File: src/rtl/traffic_pkg.sv
// Shared types and lamp constants for the traffic phase controller.
//   phase_t  : controller phase, encoded 0 RED, 1 GREEN, 2 YELLOW, 3 FLASH
//   LAMP_*   : one-hot lamp drive patterns over [0:2] (RED=100, GREEN=010, YELLOW=001)
//   lamp_of  : lamp pattern shown while steady in a given phase
package traffic_pkg;

  typedef enum logic [1:0] {
    RED    = 2'd0,
    GREEN  = 2'd1,
    YELLOW = 2'd2,
    FLASH  = 2'd3
  } phase_t;

  localparam logic [0:2] LAMP_RED    = 3'b100;
  localparam logic [0:2] LAMP_GREEN  = 3'b010;
  localparam logic [0:2] LAMP_YELLOW = 3'b001;
  localparam logic [0:2] LAMP_OFF    = 3'b000;

  // FLASH starts on the yellow half of its blink cycle.
  function automatic logic [0:2] lamp_of(input phase_t p);
    case (p)
      RED:     lamp_of = LAMP_RED;
      GREEN:   lamp_of = LAMP_GREEN;
      default: lamp_of = LAMP_YELLOW;
    endcase
  endfunction

endpackage

File: src/rtl/dwell_counter.sv
// Tick-driven dwell counter for one traffic phase.
//   clock   : posedge clock
//   reset_n : synchronous active-low reset (cnt -> 0)
//   tick    : advance strobe; cnt moves only when tick=1
//   clear   : forces cnt to 0 on the next edge regardless of tick
//   dur     : dwell length of the current phase in ticks (>=1)
//   cnt     : ticks already spent in the current phase
//   last    : cnt is on the final tick of the dwell (cnt == dur-1)
module dwell_counter #(
  parameter int CNT_W = 8
) (
  input  logic             clock,
  input  logic             reset_n,
  input  logic             tick,
  input  logic             clear,
  input  logic [CNT_W-1:0] dur,
  output logic [CNT_W-1:0] cnt,
  output logic             last
);

  assign last = (cnt == (dur - CNT_W'(1)));

  // The counter wraps to 0 by itself on the last tick, so the controller only
  // needs clear for transitions that do not coincide with the dwell expiring.
  always_ff @(posedge clock) begin
    if (!reset_n) begin
      cnt <= '0;
    end else if (clear) begin
      cnt <= '0;
    end else if (tick) begin
      cnt <= last ? '0 : cnt + CNT_W'(1);
    end
  end

endmodule

File: src/rtl/traffic_phase_controller.sv
// Three-lamp signal sequencer RED -> GREEN -> YELLOW -> RED with per-phase
// dwell counted in tick strobes and pedestrian request service.
//   clock   : posedge clock
//   reset_n : synchronous active-low reset
//   tick    : one-cycle advance strobe from the prescaler
//   ped_req : pedestrian request level (held or pulsed)
//   flash   : force flashing yellow (only when FLASH_MODE_EN is defined)
//   ped_ack : one-cycle pulse, a pending request has been granted
//   walk    : high for the whole RED phase that serves a request
//   light   : registered one-hot lamp drive [0:2]
//   phase   : current FSM state (0 RED, 1 GREEN, 2 YELLOW, 3 FLASH)
// Build option: define FLASH_MODE_EN to add the flash port and FLASH phase.
module traffic_phase_controller
  import traffic_pkg::*;
#(
  parameter int RED_TICKS    = 8,
  parameter int GREEN_TICKS  = 6,
  parameter int YELLOW_TICKS = 2,
  parameter int MIN_GREEN    = 2,
  parameter int CNT_W        = 8,
  parameter int FLASH_HALF   = 4
) (
  input  logic       clock,
  input  logic       reset_n,
  input  logic       tick,
  input  logic       ped_req,
`ifdef FLASH_MODE_EN
  input  logic       flash,
`endif
  output logic       ped_ack,
  output logic       walk,
  output logic [0:2] light,
  output logic [1:0] phase
);

  localparam int CNT_MAX = (1 << CNT_W) - 1;

  if (RED_TICKS < 1 || YELLOW_TICKS < 1 || MIN_GREEN < 1 || FLASH_HALF < 1 ||
      GREEN_TICKS < MIN_GREEN || RED_TICKS > CNT_MAX || GREEN_TICKS > CNT_MAX ||
      YELLOW_TICKS > CNT_MAX || FLASH_HALF > CNT_MAX) begin : g_bad_cfg
    $error("traffic_phase_controller: dwell parameters out of range");
  end

  localparam logic [CNT_W-1:0] D_RED    = CNT_W'(RED_TICKS);
  localparam logic [CNT_W-1:0] D_GREEN  = CNT_W'(GREEN_TICKS);
  localparam logic [CNT_W-1:0] D_YELLOW = CNT_W'(YELLOW_TICKS);
  localparam logic [CNT_W-1:0] MIN_CUT  = CNT_W'(MIN_GREEN - 1);
`ifdef FLASH_MODE_EN
  localparam logic [CNT_W-1:0] D_FLASH  = CNT_W'(FLASH_HALF);
`endif

  phase_t           state;
  logic             pending;
  logic [CNT_W-1:0] dur;
  logic [CNT_W-1:0] cnt;
  logic             last;
  logic             clear;
  logic             green_cut;

  assign phase = state;

  // A pending request may end GREEN early once the minimum has been served.
  assign green_cut = pending && (cnt >= MIN_CUT);

  always_comb begin
    dur = D_RED;
    case (state)
      GREEN:   dur = D_GREEN;
      YELLOW:  dur = D_YELLOW;
`ifdef FLASH_MODE_EN
      FLASH:   dur = D_FLASH;
`endif
      default: dur = D_RED;
    endcase
  end

  always_comb begin
    clear = 1'b0;
    case (state)
      GREEN:       clear = tick && green_cut;
      RED, YELLOW: clear = 1'b0;
`ifdef FLASH_MODE_EN
      default:     clear = !flash;   // leaving FLASH starts RED from zero
`else
      default:     clear = 1'b1;     // stray encoding recovers to RED, cnt=0
`endif
    endcase
`ifdef FLASH_MODE_EN
    if (flash && state != FLASH) clear = 1'b1;
`endif
  end

  dwell_counter #(.CNT_W(CNT_W)) u_dwell (
    .clock   (clock),
    .reset_n (reset_n),
    .tick    (tick),
    .clear   (clear),
    .dur     (dur),
    .cnt     (cnt),
    .last    (last)
  );

  // Pedestrian handshake: ped_req is a level sampled every cycle into pending;
  // ped_ack is a single-cycle grant issued on the YELLOW->RED edge that serves
  // pending. ped_req seen during the ack cycle is dropped, so a held request
  // re-arms pending one cycle later and is served on the next round.
  always_ff @(posedge clock) begin
    if (!reset_n) begin
      state   <= RED;
      light   <= LAMP_RED;
      walk    <= 1'b0;
      ped_ack <= 1'b0;
      pending <= 1'b0;
    end else begin
      ped_ack <= 1'b0;
      if (ped_req && !ped_ack) pending <= 1'b1;
`ifdef FLASH_MODE_EN
      if (flash) begin
        walk <= 1'b0;
        if (state != FLASH) begin
          state <= FLASH;
          light <= LAMP_YELLOW;
        end else if (tick && last) begin
          light <= (light == LAMP_OFF) ? LAMP_YELLOW : LAMP_OFF;
        end
      end else if (state == FLASH) begin
        state <= RED;
        light <= LAMP_RED;
      end else
`endif
      case (state)
        RED: begin
          if (tick && last) begin
            state <= GREEN;
            light <= lamp_of(GREEN);
            walk  <= 1'b0;
          end
        end
        GREEN: begin
          if (tick && (last || green_cut)) begin
            state <= YELLOW;
            light <= lamp_of(YELLOW);
          end
        end
        YELLOW: begin
          if (tick && last) begin
            state <= RED;
            light <= lamp_of(RED);
            if (pending) begin
              ped_ack <= 1'b1;
              pending <= 1'b0;
              walk    <= 1'b1;
            end
          end
        end
        default: begin
          state <= RED;
          light <= LAMP_RED;
          walk  <= 1'b0;
        end
      endcase
    end
  end

endmodule

File: config.mk
export PLATFORM = sky130hd
export DESIGN_NAME = traffic_phase_controller
export DESIGN_NICKNAME = d
export VERILOG_FILES = /design/src/rtl/traffic_pkg.sv /design/src/rtl/dwell_counter.sv /design/src/rtl/traffic_phase_controller.sv
export SDC_FILE = /design/constraint.sdc
export NUM_CORES = 1
export LEC_CHECK = 0
export ABC_AREA = 1
export CAP_MARGIN = 5
export CORE_UTILIZATION = 47
export DETAILED_ROUTE_END_ITERATION = 12
export PLACE_DENSITY = 0.72
export REMOVE_ABC_BUFFERS = 1
export SETUP_SLACK_MARGIN = 0.2
export SYNTH_ARGS = -nofsm -noshare
export SYNTH_HDL_FRONTEND = slang
export SYNTH_SLANG_ARGS = --single-unit
File: constraint.sdc
create_clock -name clock -period 1.4 [get_ports clock]
set_input_delay 0.28 -clock clock [delete_from_list [all_inputs] [get_ports clock]]
set_output_delay 0.28 -clock clock [all_outputs]
set_load 0.02 [all_outputs]
==> run_results.csv <==
group,metric,value,unit
worst_setup_path,arrival,1750,ps
yosys,yosysUniqueCellTypes,20,
timing,tightest_slew,326,ps
run_status,status,"finished, violations left",
timing,skew,6.87,ps
global_routing,track_usage,0.257,
cts,cts_tree,"yes",
cells_and_area,finalCoreUtilization,0.867,
timing,post-route-period-util,1.12,
cts,htreeDepth,1,
worst_setup_path,startpoint_type,"flop",
yosys,synth.mux.area_fraction,0,
cts,cts_root_buf,"clkbuf_4",
run_status,violations,"design-rule violations, negative setup slack",
worst_setup_path,critPathCaptureType,"flop",
floorplan,fp-row-count,14,
route,detail-route-antenna-nets,0,
floorplan,start_util,0.529,
power,p_per_area,624,nW/µm²
yosys,synth-xor-area-share,0.0525,
cts,cts.clk_slew.worst_paths,90,ps
cells_and_area,syn_to_final_growth,63.9,%
worst_setup_path,regToRegEndpoint,"u_dwell.cnt[3]",
worst_setup_path,r2r_start,"light[2]",
floorplan,die_y,44.1,µm
job,maxCapViolations,0,
yosys,synth_compound_area_frac,0.0660,
global_routing,gr-total-overflow,0,
route,drt_iter0_markers,36,
worst_hold_path,holdPathEnd,"u_dwell.cnt[0]",
cells_and_area,antenna_cells,0,
global_routing,grt_pass1_vias,793,
worst_setup_path,crit_fanout,6,
placed_design,place_area,1050,µm²
yosys,ys_warn_count,0,
cells_and_area,final_nets,161,
route,drt-total-wl,2730,µm
floorplan,coreArea,1580,µm²
power,vdd_drop_max,0.663,mV
timing,rsz0062_at_grt,"yes",
cts,cts_buffers,3,
placed_design,dp_hpwl,1350,µm
route,route.detailed.drc,1,
worst_setup_path,ff2ff_path_depth,9,
yosys,synthAdderAreaFrac,0.105,
worst_hold_path,hp-start,"tick",
yosys,ys_ff_latch,14,
yosys,yosysSeqAreaShare,0.336,
yosys,syn_area_per_cell,7.32,µm²
cts,cts_max_path_buffers,2,
cts,clkLatencyLatePin,290,ps
yosys,synth_top_family_by_area,"simple AND/OR/NAND/NOR gates",
cts,cts.sinks,14,
global_routing,grt_pass1_wl,3550,µm
cells_and_area,postLayoutCellArea,1370,µm²
route,post_drt_wl_per_cell,16.6,µm
yosys,syn_area,835,µm²
timing,fmax,0.637,GHz
timing,max-slew-margin-rel,0.782,
worst_setup_path,reg2reg_slack,-170,ps
cells_and_area,multi_input_area,672,µm²
power,p_leak,0.000555,µW
placed_design,place.gp.congestion,0.851,
route,drt-pass1-iter-count,8,
floorplan,io-pin-count,11,
global_routing,grt_antenna_before_repair,0,
power,finalPower,853,µW
placed_design,port_buffers,10,
timing,fin_crit,1570,ps
route,vias_per_cell,5.42,
timing,worst_slack,-169,ps
timing,timing_hold_violations_final,0,
worst_hold_path,holdPathStages,3,
cells_and_area,fill_cells,81,
cells_and_area,drive_gt1_frac,0.544,
route,vias,894,
worst_setup_path,worst-setup-path-type,"reg2reg",
floorplan,fp.dieW,44.1,µm
cells_and_area,seq_area,290,µm²
timing,setup_viol_count_final,14,
timing,slew_viol_final,0,
yosys,syn_inst,114,
yosys,synth-simple-area-share,0.355,
global_routing,grt_max_degree,9,
cts,hold_buffers,0,
floorplan,dieArea,1950,µm²
worst_setup_path,worstPathRequired,1580,ps
worst_hold_path,hold_path_class,"in2reg",
[worst max-delay path by stage]
stage / start / endpoint / slack [ps] / cells after the start
2_1_floorplan: light[2] / walk / -400 / 10
3_3_place_gp: tick / light[2] / -170 / 9
3_5_place_dp: tick / light[2] / -190 / 9
4_1_cts: light[1] / walk / -100 / 10
5_1_grt: light[2] / walk / -210 / 9
6_report: light[2] / u_dwell.cnt[3] / -170 / 9
[cells in the mapped netlist]
master / instances / area (µm²)
nand3_1: 10 / 50.1
nand3b_1: 1 / 7.51
nand4_4: 1 / 21.3
nand4_1: 2 / 12.5
nor3_1: 1 / 5.00
xor2_1: 5 / 43.8
nor2_4: 1 / 11.3
nand2_1: 24 / 90.1
nor2_2: 3 / 18.8
nand2_2: 2 / 12.5
ha_1: 7 / 87.6
a21oi_1: 8 / 40.0
or2_0: 1 / 6.26
o21ai_0: 3 / 15.0
inv_2: 1 / 3.75
inv_1: 14 / 52.6
dfxtp_1: 14 / 280
buf_4: 2 / 15.0
nor2_1: 13 / 48.8
nand4_2: 1 / 12.5
[layout make-up]
| cell class | instances | share of cell area |
|---|---|---|
| sequential | 14 | 0.212 |
| clock buffer | 4 | 0.0265 |
| multi-input combinational | 83 | 0.491 |
| tap | 16 | 0.0146 |
| inverter | 15 | 0.0485 |
| timing repair buffer | 33 | 0.207 |
[cells in the final DEF, fill, tap and decap left out, drive strengths merged]
cell           netlist  layout
nand3               10      10
ha                   7       7
xor2                 5       5
dfxtp               14      14
clkdlybuf4s15        0       1
buf                  2      28
a21oi                8       8
or2                  1       1
dlymetal6s2s         0       1
nand3b               1       1
nand2               26      26
inv                 15      15
clkbuf               0       5
nor2                17      17
nand4                4       4
clkdlybuf4s50        0       2
o21ai                3       3
nor3                 1       1
[where the power goes]
| group | leakage, µW | internal [µW] | switching, µW |
|---|---|---|---|
| Sequential | 0.000116 | 404 | 9.66 |
| Combinational | 0.000418 | 63.8 | 72.4 |
| Clock | 0.0000210 | 159 | 145 |
| Total | 0.000555 | 626 | 228 |
[per-stage QoR]
stage	setup TNS (ps)	hold WS [ps]	setup slack, ps	std cells
3_3_place_gp	-1700	429	-167	153
5_1_grt	-2260	395	-209	165
6_report	-1560	390	-169	165
2_1_floorplan	-3920	364	-404	112
4_1_cts	-410	486	-101	160
3_5_place_dp	-2130	432	-193	153
[per-layer routing]
metal / track usage / vias up / share of wire
met5: 0 / - / 0
met4: 0.103 / 0 / 0.036
met3: 0.0735 / 14 / 0.053
li1: - / 432 / -
met1: 0.302 / 409 / 0.41
met2: 0.438 / 39 / 0.50
[cells by family (layout without fill, tap and decap cells)]
group,after synthesis,after routing
compound gates,11,11
xor+xnor,5,5
fa+ha+maj,7,7
buf+inv,17,52
flops,14,14
simple gates,60,60
[sequential cells by signal (all words and copies together), names as in the netlist]
| name | cells |
|---|---|
| pending | 1 |
| u_dwell.cnt | 8 |
| ped_ack | 1 |
| light | 3 |
| walk | 1 |
[worst max-delay path: stages, from the launching register on]
cell and delay, ps:
dfxtp_4 370, buf_6 130, ha_4 170, nand2_2 70, nand2_2 70, nor2_4 160
nand4_4 180, buf_4 180, nand3_2 80, nor2_1 60
[repair_timing]
| item | CTS | global route |
|---|---|---|
| endpoints found under the setup margin | 21 | 20 |
| gates resized for setup | 52 | 43 |
| buffers inserted | 3 | 5 |
| pin swaps | 8 | 19 |
Power figures use the tool's default switching activity.
